`config.mk`:
```
export PLATFORM = sky130hd
export DESIGN_NAME = regfile_writeback_sequencer
export DESIGN_NICKNAME = d
export VERILOG_FILES = /design/src/rtl/regfile_writeback_sequencer.sv
export SDC_FILE = /design/constraint.sdc
export NUM_CORES = 1
export LEC_CHECK = 0
export BUFFER_PORTS_ARGS = -buffer_cell sky130_fd_sc_hd__buf_4
export CAP_MARGIN = 20
export CORE_AREA = 2 2 228 230
export CTS_CLUSTER_SIZE = 30
export DETAILED_ROUTE_END_ITERATION = 10
export DIE_AREA = 0 0 230 232
export GPL_ROUTABILITY_DRIVEN = 0
export PLACE_DENSITY_LB_ADDON = 0.08
export SYNTH_ARGS = -nofsm -noshare
export SYNTH_HDL_FRONTEND = slang
export SYNTH_SLANG_ARGS = --single-unit
```
`constraint.sdc`:
```
create_clock -name clk -period 5.87 [get_ports clk]
set_input_delay 1.174 -clock clk [delete_from_list [all_inputs] [get_ports clk]]
set_output_delay 1.174 -clock clk [all_outputs]
set_load 0.01 [all_outputs]
```
`src/rtl/regfile_writeback_sequencer.sv`:
```
// Drains one warp result bundle into the register file's single write port, one thread per step.
// WB_SKIP_INACTIVE_EN: define to skip inactive threads; leave undefined for a fixed NUM_THREADS-cycle scan.
module regfile_writeback_sequencer #(
  parameter int NUM_THREADS    = 16,
  parameter int DATA_WIDTH     = 32,
  parameter int REG_ADDR_WIDTH = 5
) (
  input  logic                                clk,
  input  logic                                rst_n,
  input  logic                                in_valid,
  output logic                                in_ready,
  input  logic [REG_ADDR_WIDTH-1:0]           in_rd,
  input  logic [NUM_THREADS-1:0]              in_mask,
  input  logic [NUM_THREADS*DATA_WIDTH-1:0]   in_data,
  output logic                                we,
  output logic [REG_ADDR_WIDTH-1:0]           wr_addr,
  output logic [DATA_WIDTH-1:0]               wr_data,
  output logic [$clog2(NUM_THREADS)-1:0]      wr_thread,
  output logic                                busy,
  output logic                                done
);
  localparam int TW = $clog2(NUM_THREADS);

  typedef enum logic {IDLE, DRAIN} state_t;

  state_t                            state_reg;
  logic [NUM_THREADS-1:0]            rem_reg;
  logic [REG_ADDR_WIDTH-1:0]         rd_reg;
  logic [NUM_THREADS*DATA_WIDTH-1:0] data_reg;
  logic                              we_reg;
  logic                              done_reg;
  logic [REG_ADDR_WIDTH-1:0]         wr_addr_reg;
  logic [DATA_WIDTH-1:0]             wr_data_reg;
  logic [TW-1:0]                     wr_thread_reg;

  logic                              transfer;
  logic                              writable;
  logic                              advance;
  logic [NUM_THREADS-1:0]            src_mask;
  logic [REG_ADDR_WIDTH-1:0]         src_rd;
  logic [NUM_THREADS*DATA_WIDTH-1:0] src_data;
  logic [NUM_THREADS-1:0]            rem_next;
  logic [TW-1:0]                     sel_idx;
  logic                              sel_valid;
  logic                              sel_last;

  // done_reg marks the final step of the bundle currently on the outputs.
  assign in_ready  = (state_reg == IDLE) || done_reg;
  assign transfer  = in_valid && in_ready;
  assign writable  = (in_rd != '0) && (in_rd <= REG_ADDR_WIDTH'(27));
  assign advance   = transfer || ((state_reg == DRAIN) && !done_reg);
  assign busy      = (state_reg == DRAIN);
  assign we        = we_reg;
  assign done      = done_reg;
  assign wr_addr   = wr_addr_reg;
  assign wr_data   = wr_data_reg;
  assign wr_thread = wr_thread_reg;

  // A new bundle is presented straight from the inputs so its first step lands one cycle after acceptance.
  always_comb begin
    src_mask = rem_reg;
    src_rd   = rd_reg;
    src_data = data_reg;
    if (transfer) begin
      src_mask = writable ? in_mask : '0;
      src_rd   = in_rd;
      src_data = in_data;
    end
  end

`ifdef WB_SKIP_INACTIVE_EN
  always_comb begin
    sel_idx   = '0;
    sel_valid = 1'b0;
    for (int i = NUM_THREADS - 1; i >= 0; i--) begin
      if (src_mask[i]) begin
        sel_idx   = TW'(i);
        sel_valid = 1'b1;
      end
    end
    rem_next = src_mask;
    if (sel_valid) rem_next[sel_idx] = 1'b0;
    sel_last = (rem_next == '0);
  end
`else
  logic [TW-1:0] cnt_reg;

  always_comb begin
    sel_idx   = transfer ? '0 : cnt_reg + TW'(1);
    sel_valid = src_mask[sel_idx];
    rem_next  = src_mask;
    rem_next[sel_idx] = 1'b0;
    sel_last  = (sel_idx == TW'(NUM_THREADS - 1));
  end

  always_ff @(posedge clk or negedge rst_n) begin
    if (!rst_n) cnt_reg <= '0;
    else if (advance) cnt_reg <= sel_idx;
  end
`endif

  always_ff @(posedge clk or negedge rst_n) begin
    if (!rst_n) begin
      state_reg     <= IDLE;
      rem_reg       <= '0;
      rd_reg        <= '0;
      data_reg      <= '0;
      we_reg        <= 1'b0;
      done_reg      <= 1'b0;
      wr_addr_reg   <= '0;
      wr_data_reg   <= '0;
      wr_thread_reg <= '0;
    end else if (advance) begin
      state_reg <= DRAIN;
      rem_reg   <= rem_next;
      if (transfer) begin
        rd_reg   <= in_rd;
        data_reg <= in_data;
      end
      we_reg   <= sel_valid;
      done_reg <= sel_last;
      // Address, data and thread hold their last values on non-writing steps.
      if (sel_valid) begin
        wr_addr_reg   <= src_rd;
        wr_data_reg   <= src_data[sel_idx*DATA_WIDTH +: DATA_WIDTH];
        wr_thread_reg <= sel_idx;
      end
    end else begin
      state_reg <= IDLE;
      we_reg    <= 1'b0;
      done_reg  <= 1'b0;
    end
  end
endmodule

```
==> reports/metrics.cfg, run 1 <==
[routing]
post_drt_wl_per_cell_um = 23.55
vias = 23550
drtIter0Drc = 2679
ant_nets = 0
viasPerCell = 5.661
drt-total-wl_um = 97980
drc = 0
drtPass1Iterations = 5

[synthesis]
synth.most_common_cell = nand2_1
synthArstFlopShare_pct = 100.0
synth_top_area_cell = dfrtp_1
yosysWarnings = 0
syn_area_um2 = 26530
synth_edf_count = 0
yosys_register_bits = 581
synth.net_count = 3460
yosys.cell_types.count = 68
yosysTopAreaCellShare_pct = 54.79
ys_top_cells_by_count = nand2_1 (1,631), dfrtp_1 (581), buf_2 (75)
synthFlopType = dfrtp_1
syn_area_per_cell_um2 = 9.078
seq_area_frac_synth_pct = 54.79
netlist_instances = 2923
ys_top_cells_by_area = dfrtp_1 (55%), nand2_1 (23%), mux4_2 (5.9%)

[cells_and_area]
fillers = 4253
final_nets = 3950
area.sequential_um2 = 14540
layout-drive-gt1-share_pct = 24.77
multi_input_area_um2 = 11090
syn2layout_area_growth_pct = 25.72
largest_register_ffs = 512

[global_routing]
grt-ovfl-total = 0
antenna_found_initial = 17
grt_max_degree = 174
grt_pass1_vias = 23590
grt_use_total_pct = 36.67
grt_first_pass_wirelength_um = 145700

[timing]
fin_worst_skew_ps = 19.77
max_freq_mhz = 235.7
period_share_pct = 72.29
fin_tns_setup_ps = 0
drv_slew = 0
setup_viol = 0
whs_ps = 464.5
report.final.hold_viol_count = 0
relSlewSlack_pct = 25.61
period_needed_ps = 4243
tightest_slew_ps = 1116
rsz0062_at_grt = no

[clocking]
clock_latency_ps = 640
cts_setup_buffers = 0
clock-root-buffer = clkbuf_16
ctsResizeCount = 0
cts_tree = done
numCtsBuffers = 60
postCtsHoldBufs = 0
cts_sinks = 581
clk_pin_slew_ps = 60
clockBufferDepth = 3
htreeDepth = 2

[setup_path]
required_ps = 6380
r2r-start = cnt_reg[0]
critPathLaunchType = flop
startpoint = cnt_reg[0]
reg2reg_setup_slack_ps = 1630
endpoint_kind = flop
critPathArrivalTime_ps = 4750
rr_endpoint = wr_data[19]
reg2regPathDepth = 7
crit_fanout = 47
critPathKind = reg2reg

[place]
port_buffers = 580
dp_hpwl_um = 72250

[die]
rows = 83
design.core.area_um2 = 50890
die_area_um2 = 53360
dieHeight_um = 232
start_util_pct = 52.14
ios = 581
dieWidth_um = 230

[min_path]
hold_class = reg2reg
whs_endpoint = rd_reg[3]
holdPathStages = 2
worstHoldStart = rd_reg[3]

[job]
drv_cap = 0

[pwr]
power_leakage_nw = 17.47
vdd_drop_max_mv = 0.5207
p_per_area_nw_per_um2 = 641.5

[outcome]
outcome = completed

## cell families after synthesis
family | count (synthesis) | synth area share [%]
compound gates | 215 | 5.857
mux | 171 | 9.987
buf+inv | 202 | 3.702
xor+xnor | 4 | 0.2594
simple gates | 1749 | 25.35
fa+ha+maj | 1 | 0.04715
flops | 581 | 54.79
## per-layer routing
layer | vias up | wire length (um) | track usage [%]
met5 | - | 12 | 0
met4 | 2 | 5333 | 18.69
met3 | 236 | 9226 | 8.509
met2 | 1241 | 44850 | 56.21
met1 | 11600 | 38560 | 49.19
li1 | 10470 | - | -
## worst max-delay path, stage by stage, from the launching register on
cell and delay, ps:
dfrtp_4 750, ha_4 950, buf_4 520, mux4_2 390, and2_1 200, o31ai_4 260
buf_4 560, mux2_2 400
## layout make-up
type                       instances  share of cell area (%)
sequential                       581                   43.59
multi-input combinational       2140                   33.24
timing repair buffer             620                   14.12
clock buffer                      88                   5.270
tap                              680                   2.550
clock inverter                    25                  0.9789
inverter                          10                  0.1200
antenna                           16                  0.1200
## worst max path at each step
stage                       end  slack (ps)
floorplan           wr_data[12]        2920
global placement    wr_data[24]        1700
detailed placement  wr_data[24]        1660
CTS                 wr_data[12]        1630
global route         wr_data[5]        1480
finish              wr_data[19]        1630
## through the flow
| step | instance area [um2] | setup WS (ps) | total power, mW | util (%) | std cells |
|---|---|---|---|---|---|
| CTS | 33320 | 1627 | 21.22 | 65.48 | 4144 |
| finish | 33360 | 1627 | 21.40 | 65.56 | 4160 |
| floorplan | 26530 | 2919 | 13.33 | - | 2923 |
| detailed placement | 31240 | 1664 | 17.15 | 61.38 | 4031 |
| global placement | 31240 | 1699 | 16.91 | 61.38 | 4031 |
| global route | 33360 | 1479 | 22.47 | 65.55 | 4159 |
## power breakdown
group | total (mW) | internal, mW | switching, mW
combinational | 10.3 | 3.94 | 6.35
sequential | 7.08 | 5.86 | 1.22
clock | 4.03 | 2.38 | 1.65
total | 21.4 | 12.2 | 9.22
## layout by cell type, fill, tap and decap left out, drive strengths merged, types with 14 or more instances in the layout
master	netlist	routed
a21oi	24	24
a32o	14	14
a32oi	14	14
buf	119	620
clkbuf	73	88
dfrtp	581	581
diode	0	16
mux2	54	54
mux2i	48	48
mux4	69	69
nand2	1631	1631
nand3	43	43
nor2	41	41
o21ai	56	56
(Power assumes the default switching activity.)
==> run 2: changes to the inputs <==
--- a/config.mk
+++ b/config.mk
@@ -7,10 +7,10 @@
 export LEC_CHECK = 0
 export BUFFER_PORTS_ARGS = -buffer_cell sky130_fd_sc_hd__buf_4
 export CAP_MARGIN = 20
-export CORE_AREA = 2 2 228 230
+export CORE_MARGIN = 2
+export CORE_UTILIZATION = 50
 export CTS_CLUSTER_SIZE = 30
 export DETAILED_ROUTE_END_ITERATION = 10
-export DIE_AREA = 0 0 230 232
 export GPL_ROUTABILITY_DRIVEN = 0
 export PLACE_DENSITY_LB_ADDON = 0.08
 export SYNTH_ARGS = -nofsm -noshare
==> constraint.sdc (replaced) <==
create_clock -name clk -period 3.45 [get_ports clk]
set_input_delay 0.69 -clock clk [delete_from_list [all_inputs] [get_ports clk]]
set_output_delay 0.69 -clock clk [all_outputs]
set_load 0.01 [all_outputs]
==> run 2 against run 1 <==
  * Utilization down 1.7 points
  * Maximum frequency up 27%
  * Flip-flop and latch count unchanged
  * Non-clock buffer count grew 20
  * Cell count is 0.36% higher
  * Sequential power increased by 67%
  * Routed wire length fell by 1.4%
  * Count of clock-buffer cells in the layout down 1
  * Total power increased by 70%
  * Setup slack got worse by 1500 ps
  * Critical path type unchanged
==> reports/metrics.cfg, run 2 (same netlist as run 1, synthesis figures left out) <==
[routing]
drtPass1Iterations = 9
viasPerCell = 5.581
drtIter0Drc = 2436
drc = 0
ant_nets = 0
drt-total-wl_um = 96580
vias = 23300
post_drt_wl_per_cell_um = 23.13

[clocking]
cts_sinks = 581
numCtsBuffers = 60
postCtsHoldBufs = 0
clock_latency_ps = 630
clock-root-buffer = clkbuf_16
clockBufferDepth = 3
cts_setup_buffers = 0
clk_pin_slew_ps = 60
htreeDepth = 2
ctsResizeCount = 0
cts_tree = done

[global_routing]
grt-ovfl-total = 0
grt_pass1_vias = 23270
grt_use_total_pct = 35.22
grt_max_degree = 200
antenna_found_initial = 8
grt_first_pass_wirelength_um = 142400

[die]
start_util_pct = 50.49
die_area_um2 = 54930
dieHeight_um = 234.4
rows = 84
design.core.area_um2 = 52550
dieWidth_um = 234.4
ios = 581

[setup_path]
rr_endpoint = wr_data[11]
endpoint = wr_data[11]
critPathKind = reg2reg
critPathLaunchType = flop
critPathArrivalTime_ps = 3830
required_ps = 3950
reg2regPathDepth = 8
crit_fanout = 51
startpoint = cnt_reg[0]
r2r-start = cnt_reg[0]
reg2reg_setup_slack_ps = 120
endpoint_kind = flop

[timing]
postLayoutSetupSlackWorst_ps = 118.3
drv_slew = 0
tightest_slew_ps = 1100
setup_viol = 0
period_share_pct = 96.57
rsz0062_at_grt = no
max_freq_mhz = 300.1
relSlewSlack_pct = 26.64
report.final.hold_viol_count = 0
fin_tns_setup_ps = 0
fin_worst_skew_ps = 12.09
period_needed_ps = 3332

[place]
place_area_um2 = 31550
port_buffers = 580
pre_cts_ws_ps = 143.9
dp_hpwl_um = 71330
placed_cells = 4059

[cells_and_area]
layout-drive-gt1-share_pct = 25.10
largest_register_ffs = 512
syn2layout_area_growth_pct = 26.45
final_nets = 3970
final_common_cell = nand2_1
fin_cells = 4175
final_cell_mix = nand2_1 (1,630), buf_4 (622), dfrtp_1 (580), mux4_2 (69), clkbuf_16 (61)
design_area_um2 = 33550
final_util_pct = 63.85

[pwr]
vdd_drop_max_mv = 0.8644
p_per_area_nw_per_um2 = 1083
power_leakage_nw = 17.59

[min_path]
hold_class = in2async

[job]
drv_cap = 0

[outcome]
outcome = completed

[run 2: cell types whose count changed in the layout (fill, tap and decap cells not counted), moves of 3 or more]
cell      delta
buf_12      +12
buf_4        +7
clkinv_2     +4
diode_2      -7
inv_6        -3
[run 2: cell type report]
type	count	area [um2]
fill	4388	19000
sequential	581	14540
multi-input combinational	2140	11090
timing repair buffer	640	5016
clock buffer	87	1754
tap	688	860.8
clock inverter	20	227.7
inverter	10	40.04
antenna	9	22.52
[run 2: where the power goes]
part | switching (mW) | internal [mW] | leakage [nW] | total (mW)
sequential | 1.79 | 9.97 | 7.31 | 11.8
combinational | 10.9 | 7.06 | 9.30 | 18.0
clock | 2.75 | 3.87 | 0.986 | 6.62
[run 2: how the worst min path moves through the flow]
stage,end,slack (ps),depth (start not counted)
floorplan,busy,390,0
global placement,rd_reg[2],450,2
detailed placement,data_reg[342],460,2
global route,data_reg[427],110,1
finish,data_reg[427],80,1
CTS,data_reg[427],90,1
[run 2: per-stage QoR]
step	hold WS, ps	power (mW)
2_1_floorplan	394.4	22.68
3_3_place_gp	449.2	29.00
3_5_place_dp	457.0	29.49
4_1_cts	94.29	36.19
5_1_grt	113.3	38.37
6_report	83.94	36.35
[run 2: layer usage]
| layer | up-vias | part of all wire, % | track usage, % |
|---|---|---|---|
| met4 | 6 | 4.7 | 15.19 |
| li1 | 10520 | - | - |
| met3 | 192 | 9.3 | 8.901 |
| met1 | 11480 | 40 | 47.83 |
| met5 | - | 0.043 | 0 |
| met2 | 1106 | 46 | 54.03 |
[run 2: critical path: stages (launching register included)]
cell and delay [ps]:
dfrtp_4 500, ha_4 490, buf_12 370, mux2_2 420, a222oi_1 460, buf_4 220
nor3_1 80, or3_1 340, mux2_1 290
